## src/rtl/mem_port_arbiter.sv

```systemverilog
// Arbiter sharing one single-port memory between the fetch (IF) and data (MEM)
// requesters. Data has priority; a streak counter guarantees fetch progress.
// Optional feature: define ARB_TIMEOUT_EN to enable the REQ/RESP watchdog that
// raises a sticky arb_err and forces completion with zero read data.
module mem_port_arbiter #(
  parameter int unsigned ADDR_W          = 32,
  parameter int unsigned DATA_W          = 32,
  parameter int unsigned MAX_DATA_STREAK = 4,
  parameter int unsigned TIMEOUT_CYCLES  = 64
) (
  input  logic              clk,
  input  logic              reset,
  // Fetch requester
  input  logic              if_req,
  input  logic [ADDR_W-1:0] if_addr,
  input  logic              if_flush,
  output logic [DATA_W-1:0] if_rdata,
  output logic              if_valid,
  output logic              if_stall,
  // Data requester
  input  logic              dm_read,
  input  logic              dm_write,
  input  logic [ADDR_W-1:0] dm_addr,
  input  logic [DATA_W-1:0] dm_wdata,
  output logic [DATA_W-1:0] dm_rdata,
  output logic              dm_valid,
  output logic              dm_stall,
  // Memory interface
  output logic              mem_req,
  output logic              mem_we,
  output logic [ADDR_W-1:0] mem_addr,
  output logic [DATA_W-1:0] mem_wdata,
  input  logic              mem_gnt,
  input  logic              mem_rvalid,
  input  logic [DATA_W-1:0] mem_rdata,
  // Status
  output logic              arb_err
);

  typedef enum logic [1:0] {StIdle, StReq, StResp, StDone} state_e;

  localparam int unsigned StreakW = $clog2(MAX_DATA_STREAK + 1);
  localparam logic [StreakW-1:0] StreakMax = StreakW'(MAX_DATA_STREAK);

  state_e              state_q, state_d;
  logic                owner_q, owner_d;  // 1 = data requester owns the transaction
  logic                kill_q, kill_d;
  logic [StreakW-1:0]  streak_q, streak_d;
  logic                mem_req_q, mem_req_d;
  logic                mem_we_q, mem_we_d;
  logic [ADDR_W-1:0]   mem_addr_q, mem_addr_d;
  logic [DATA_W-1:0]   mem_wdata_q, mem_wdata_d;
  logic [DATA_W-1:0]   if_rdata_q, if_rdata_d;
  logic [DATA_W-1:0]   dm_rdata_q, dm_rdata_d;
  logic                if_valid_q, if_valid_d;
  logic                dm_valid_q, dm_valid_d;

  logic                dm_req;
  logic                fetch_win;
  logic                flush_hit;

`ifdef ARB_TIMEOUT_EN
  localparam int unsigned TmoW = $clog2(TIMEOUT_CYCLES + 1);
  localparam logic [TmoW-1:0] TmoLast = TmoW'(TIMEOUT_CYCLES - 1);
  logic [TmoW-1:0]     tmo_cnt_q, tmo_cnt_d;
  logic                arb_err_q, arb_err_d;
`endif

  assign dm_req    = dm_read | dm_write;
  assign fetch_win = if_req & (~dm_req | (streak_q == StreakMax));
  assign flush_hit = if_flush & ~owner_q & (state_q != StIdle);

  // Next-state, arbitration and capture logic
  always_comb begin
    state_d     = state_q;
    owner_d     = owner_q;
    kill_d      = kill_q | flush_hit;
    streak_d    = streak_q;
    mem_req_d   = mem_req_q;
    mem_we_d    = mem_we_q;
    mem_addr_d  = mem_addr_q;
    mem_wdata_d = mem_wdata_q;
    if_rdata_d  = if_rdata_q;
    dm_rdata_d  = dm_rdata_q;
    if_valid_d  = 1'b0;
    dm_valid_d  = 1'b0;
`ifdef ARB_TIMEOUT_EN
    tmo_cnt_d   = tmo_cnt_q;
    arb_err_d   = arb_err_q;
`endif

    unique case (state_q)
      StIdle: begin
        kill_d = 1'b0;
        if (fetch_win) begin
          owner_d    = 1'b0;
          mem_addr_d = if_addr;
          mem_we_d   = 1'b0;
          streak_d   = '0;
          mem_req_d  = 1'b1;
          state_d    = StReq;
        end else if (dm_req) begin
          owner_d     = 1'b1;
          mem_addr_d  = dm_addr;
          mem_we_d    = dm_write;
          mem_wdata_d = dm_wdata;
          if (!if_req) begin
            streak_d = '0;
          end else if (streak_q != StreakMax) begin
            streak_d = streak_q + 1'b1;
          end
          mem_req_d = 1'b1;
          state_d   = StReq;
        end else begin
          streak_d = '0;
        end
`ifdef ARB_TIMEOUT_EN
        tmo_cnt_d = '0;
`endif
      end
      StReq: begin
        if (mem_gnt) begin
          mem_req_d = 1'b0;
          state_d   = StResp;
        end
      end
      StResp: begin
        if (mem_rvalid) begin
          state_d = StDone;
          if (owner_q) begin
            dm_rdata_d = mem_rdata;
            dm_valid_d = 1'b1;
          end else if (!kill_d) begin
            if_rdata_d = mem_rdata;
            if_valid_d = 1'b1;
          end
        end
      end
      StDone: begin
        state_d = StIdle;
      end
      default: begin
        state_d = StIdle;
      end
    endcase

`ifdef ARB_TIMEOUT_EN
    // Watchdog overrides whatever REQ/RESP decided this cycle
    if (state_q == StReq || state_q == StResp) begin
      if (tmo_cnt_q == TmoLast) begin
        arb_err_d = 1'b1;
        mem_req_d = 1'b0;
        state_d   = StDone;
        if (owner_q) begin
          dm_rdata_d = '0;
          dm_valid_d = 1'b1;
        end else if (!kill_d) begin
          if_rdata_d = '0;
          if_valid_d = 1'b1;
        end else begin
          if_valid_d = 1'b0;
        end
      end else begin
        tmo_cnt_d = tmo_cnt_q + 1'b1;
      end
    end
`endif
  end

  // State and datapath registers, synchronous reset
  always_ff @(posedge clk) begin
    if (reset) begin
      state_q     <= StIdle;
      owner_q     <= 1'b0;
      kill_q      <= 1'b0;
      streak_q    <= '0;
      mem_req_q   <= 1'b0;
      mem_we_q    <= 1'b0;
      mem_addr_q  <= '0;
      mem_wdata_q <= '0;
      if_rdata_q  <= '0;
      dm_rdata_q  <= '0;
      if_valid_q  <= 1'b0;
      dm_valid_q  <= 1'b0;
    end else begin
      state_q     <= state_d;
      owner_q     <= owner_d;
      kill_q      <= kill_d;
      streak_q    <= streak_d;
      mem_req_q   <= mem_req_d;
      mem_we_q    <= mem_we_d;
      mem_addr_q  <= mem_addr_d;
      mem_wdata_q <= mem_wdata_d;
      if_rdata_q  <= if_rdata_d;
      dm_rdata_q  <= dm_rdata_d;
      if_valid_q  <= if_valid_d;
      dm_valid_q  <= dm_valid_d;
    end
  end

`ifdef ARB_TIMEOUT_EN
  // Watchdog counter and sticky error flag
  always_ff @(posedge clk) begin
    if (reset) begin
      tmo_cnt_q <= '0;
      arb_err_q <= 1'b0;
    end else begin
      tmo_cnt_q <= tmo_cnt_d;
      arb_err_q <= arb_err_d;
    end
  end
  assign arb_err = arb_err_q;
`else
  assign arb_err = 1'b0;
`endif

  // A flush arriving in DONE still kills the pulse already registered
  assign if_valid  = if_valid_q & ~if_flush;
  assign dm_valid  = dm_valid_q;
  assign if_rdata  = if_rdata_q;
  assign dm_rdata  = dm_rdata_q;
  assign if_stall  = if_req & ~if_valid;
  assign dm_stall  = dm_req & ~dm_valid;
  assign mem_req   = mem_req_q;
  assign mem_we    = mem_we_q;
  assign mem_addr  = mem_addr_q;
  assign mem_wdata = mem_wdata_q;

endmodule
```

## config.mk

```make
export PLATFORM = sky130hd
export DESIGN_NAME = mem_port_arbiter
export DESIGN_NICKNAME = d
export VERILOG_FILES = /design/src/rtl/mem_port_arbiter.sv
export SDC_FILE = /design/constraint.sdc
export NUM_CORES = 1
export LEC_CHECK = 0
export ABC_AREA = 1
export ABC_CLOCK_PERIOD_IN_PS = 2400
export BUFFER_PORTS_ARGS = -buffer_cell sky130_fd_sc_hd__buf_2
export CAP_MARGIN = 20
export CORE_ASPECT_RATIO = 1.2
export CORE_UTILIZATION = 51
export CTS_CLUSTER_SIZE = 25
export DETAILED_ROUTE_END_ITERATION = 12
export GPL_TIMING_DRIVEN = 1
export PLACE_DENSITY = 0.86
export SLEW_MARGIN = 15
export SYNTH_ARGS = -nofsm -noshare
export SYNTH_HDL_FRONTEND = slang
export SYNTH_SLANG_ARGS = --single-unit
```

## constraint.sdc

```tcl
create_clock -name clk -period 2.4 [get_ports clk]
set_input_delay 0.36 -clock clk [delete_from_list [all_inputs] [get_ports clk]]
set_output_delay 0.36 -clock clk [all_outputs]
set_load 0.01 [all_outputs]
```

==> results by group <==
Setup path
  • Slowest stage cell, crit path: nand3_2
  • Max FO, Critical Path: 33
  • Gate family responsible for the most delay along the worst path: simple AND/OR/NAND/NOR gates
  • Chain of cells forming the critical path: inv_1, ha_1, inv_2, nand3b_2, nand3_2, nand2_1, a21oi_1
  • Largest stage delay on the critical path: 0.52 ns
  • Crit path kind: flop to flop
  • Worst flop-to-flop path startpoint: state_q[0]
  • Endpoint arrival time on the critical path: 2.24 ns
  • Setup slack of the most critical reg-to-reg path: 0.41 ns
  • Worst path buffer plus inverter count: 2
  • Worst Setup Start Kind: flop
  • Path depth of the worst reg2reg path: 7
  • Data required, critical path: 2.66 ns
  • Worst setup EP type: flop
  • Capture point of the worst reg-to-reg path: if_rdata[23]

Timing
  • Worst slew margin relative to its limit: 0.520
  • Fin worst setup slack: 0.414 ns
  • Max-slew violation total from the final report: 0
  • Tightest hold margin: 0.224 ns
  • Peak Freq: 504 MHz
  • Final setup TNS: 0 ns
  • Total setup violations reported at the end of the flow: 0
  • Fin. Hold Viols: 0
  • Setup repair after global routing missed its margin: no
  • Final clock period utilization by the worst path: 0.827
  • Final min period: 1.99 ns
  • Setup skew after layout: 0.0110 ns
  • Worst-Margin Slew: 0.720 ns

Routing
  • Wire length per cell: 13.1 um
  • Via count of the routed design: 6171
  • Vias per inst: 4.92
  • First-pass detailed-route iteration total: 5
  • Remaining routing DRC violations: 0
  • Number of routed nets with antenna violations: 0
  • Post-detailed-routing wire length: 16400 um
  • First DRT Iteration DRCs: 391

Clocking
  • TritonCTS clock tree: built
  • Hold buffer count at cts: 0
  • Post-CTS setup buffer count: 0
  • Number of buffers created by CTS: 17
  • Clock Tree Buf Depth: 2
  • Clock slew at reported path FFs: 0.07 ns
  • Depth of the CTS H-tree: 4
  • Clock insertion delay at the later pin of the skew report: 0.42 ns
  • CTS Root Buffer Type: clkbuf_16
  • Number of clock sinks seen by CTS: 139
  • Post-cts resize count: 0

Place
  • Final weighted congestion in routability-driven placement: 0.829
  • Number of port buffers: 269
  • Placed standard-cell area: 7290 um2
  • HPWL after detailed placement: 11400 um
  • Pre-CTS setup slack: 0.441 ns

Synthesis
  • Yosys warning count: 0
  • Post-Syn Area: 5920 um2
  • Number of synthesized flops with an enable pin: 0
  • Distinct cell type count after synthesis: 26
  • Cells after Synth: 847
  • Per-instance average area after synthesis: 6.98 um2
  • Proportion of synthesized flip-flops having asynchronous set or reset: 0
  • Number of synthesized register bits: 139
  • Portion of the post-synthesis area used by sequential elements: 0.470
  • Syn_nets: 989
  • Most used flip-flop cell after synthesis: dfxtp_1

Global route
  • Initial antenna violation count: 1
  • Total GRT Usage: 0.276
  • Maximum number of pins on one net before global-route repair: 71
  • Global-route wire length before repair: 26100 um
  • Final global-route overflow total: 0
  • Via count of the first global-routing pass: 5619

Floorplan
  • Starting Density: 0.531
  • Die X: 100 um
  • Die area: 12000 um2
  • Area of the core region: 11100 um2
  • I/O Pins: 271
  • Number of cell rows: 42
  • Die height: 120 um

Final layout
  • Nets: 1228
  • Antenna Cells: 0
  • Synthesis-to-finish area growth: 34.1%
  • Layout Cell Area excl Fill: 7930 um2
  • Fraction of layout instances using a drive strength above 1: 0.291

Pwr
  • Power, Total: 8.93 mW
  • Leakage power figure: 4.23 nW
  • Worst vdd rail ir drop: 0.746 mV
  • Power per unit of standard cell area: 1130 nW/um2

Worst hold path
  • Worst Hold Class: input pin to flop
  • Startpoint of the most critical hold path: dm_addr[0]
  • Count of cells along the worst hold path: 5
  • Worst Hold Endpoint: mem_addr[0]

Status
  • Result of the run: completed

Run
  • Total of max-cap violations: 0
==> worst reg2reg max path, stage by stage, from the launching register on <==
cell and delay (ns):
dfxtp_1 0.32, inv_1 0.12, ha_1 0.28, inv_2 0.11
nand3b_2 0.11, nand3_2 0.52, nand2_1 0.27, a21oi_1 0.10
==> synth_stat cells (6+ instances only) <==
cell	count	area, um2
ha_1	6	75.1
nand3_1	70	350
dfxtp_1	139	2780
buf_2	24	120
o21ai_0	33	165
inv_1	108	405
nand2_1	176	661
clkbuf_1	21	78.8
buf_4	8	60.1
nand4_1	35	219
nor2_1	139	522
a21oi_1	69	345
==> cell type report <==
class | instances | area [um2]
Multi-Input combinational cell | 539 | 2430
Fill cell | 948 | 3210
Clock inverter | 14 | 208
Tap cell | 154 | 193
Inverter | 110 | 413
Timing Repair Buffer | 279 | 1470
Sequential cell | 139 | 2780
Clock buffer | 18 | 429
==> worst max-delay path by stage <==
stage                          start           end  cells past startpoint
after global routing      state_q[1]   if_rdata[1]                      7
after CTS                 state_q[0]  if_rdata[23]                      7
after detailed placement  state_q[0]  if_rdata[12]                      7
final                     state_q[0]  if_rdata[23]                      7
after global placement    state_q[0]  if_rdata[28]                      7
after floorplan           state_q[0]  mem_addr[10]                      9
==> placed cells by master (no fill, tap or decap), drive strengths merged <==
master,n
clkinvlp,2
o22ai,1
clkinv,4
nand3b,1
dfxtp,139
inv,114
o21ai,34
buf,279
nand4,35
clkbuf,18
conb,1
xor2,1
a21oi,70
nand2,177
or2,1
bufinv,4
nor2,141
ha,6
nand3,71
==> kinds of logic (layout without fill, tap and decap cells) <==
group           after synthesis  after routing  share of synthesized area
simple gates                426            426                      0.304
buf+inv                     169            421                      0.121
flops                       139            139                      0.470
compound gates              105            105                     0.0897
fa+ha+maj                     6              6                     0.0127
other cells                   1              1                   0.000634
xor+xnor                      1              1                    0.00148
==> layer usage <==
metal | GRT usage | wire length, um | up-vias
met4 | 0.121 | 502 | 2
met3 | 0.0722 | 1330 | 51
met1 | 0.321 | 6490 | 2688
met2 | 0.472 | 8090 | 301
met5 | 0 | 11 | -
li1 | - | - | 3129
==> per-stage QoR <==
| step | std cells | util |
|---|---|---|
| 2_1_floorplan | 847 | - |
| 3_3_place_gp | 1221 | 0.655 |
| 3_5_place_dp | 1221 | 0.655 |
| 4_1_cts | 1253 | 0.712 |
| 5_1_grt | 1253 | 0.712 |
| 6_report | 1253 | 0.712 |
==> flip-flops by register name, indices dropped and copies added (netlist names) <==
signal and flops:
dm_rdata 32, if_rdata 32, mem_addr 32, mem_wdata 32
streak_q 3, state_q 2, dm_valid 1, if_valid_q 1
kill_q 1, mem_req 1, mem_we 1, owner_q 1
==> where the power goes <==
group	switching, mW	leakage [nW]	internal (mW)
sequential	0.256	1.14	2.85
clock	1.04	0.304	1.76
combinational	1.90	2.79	1.12
(Power assumes the default switching activity.)
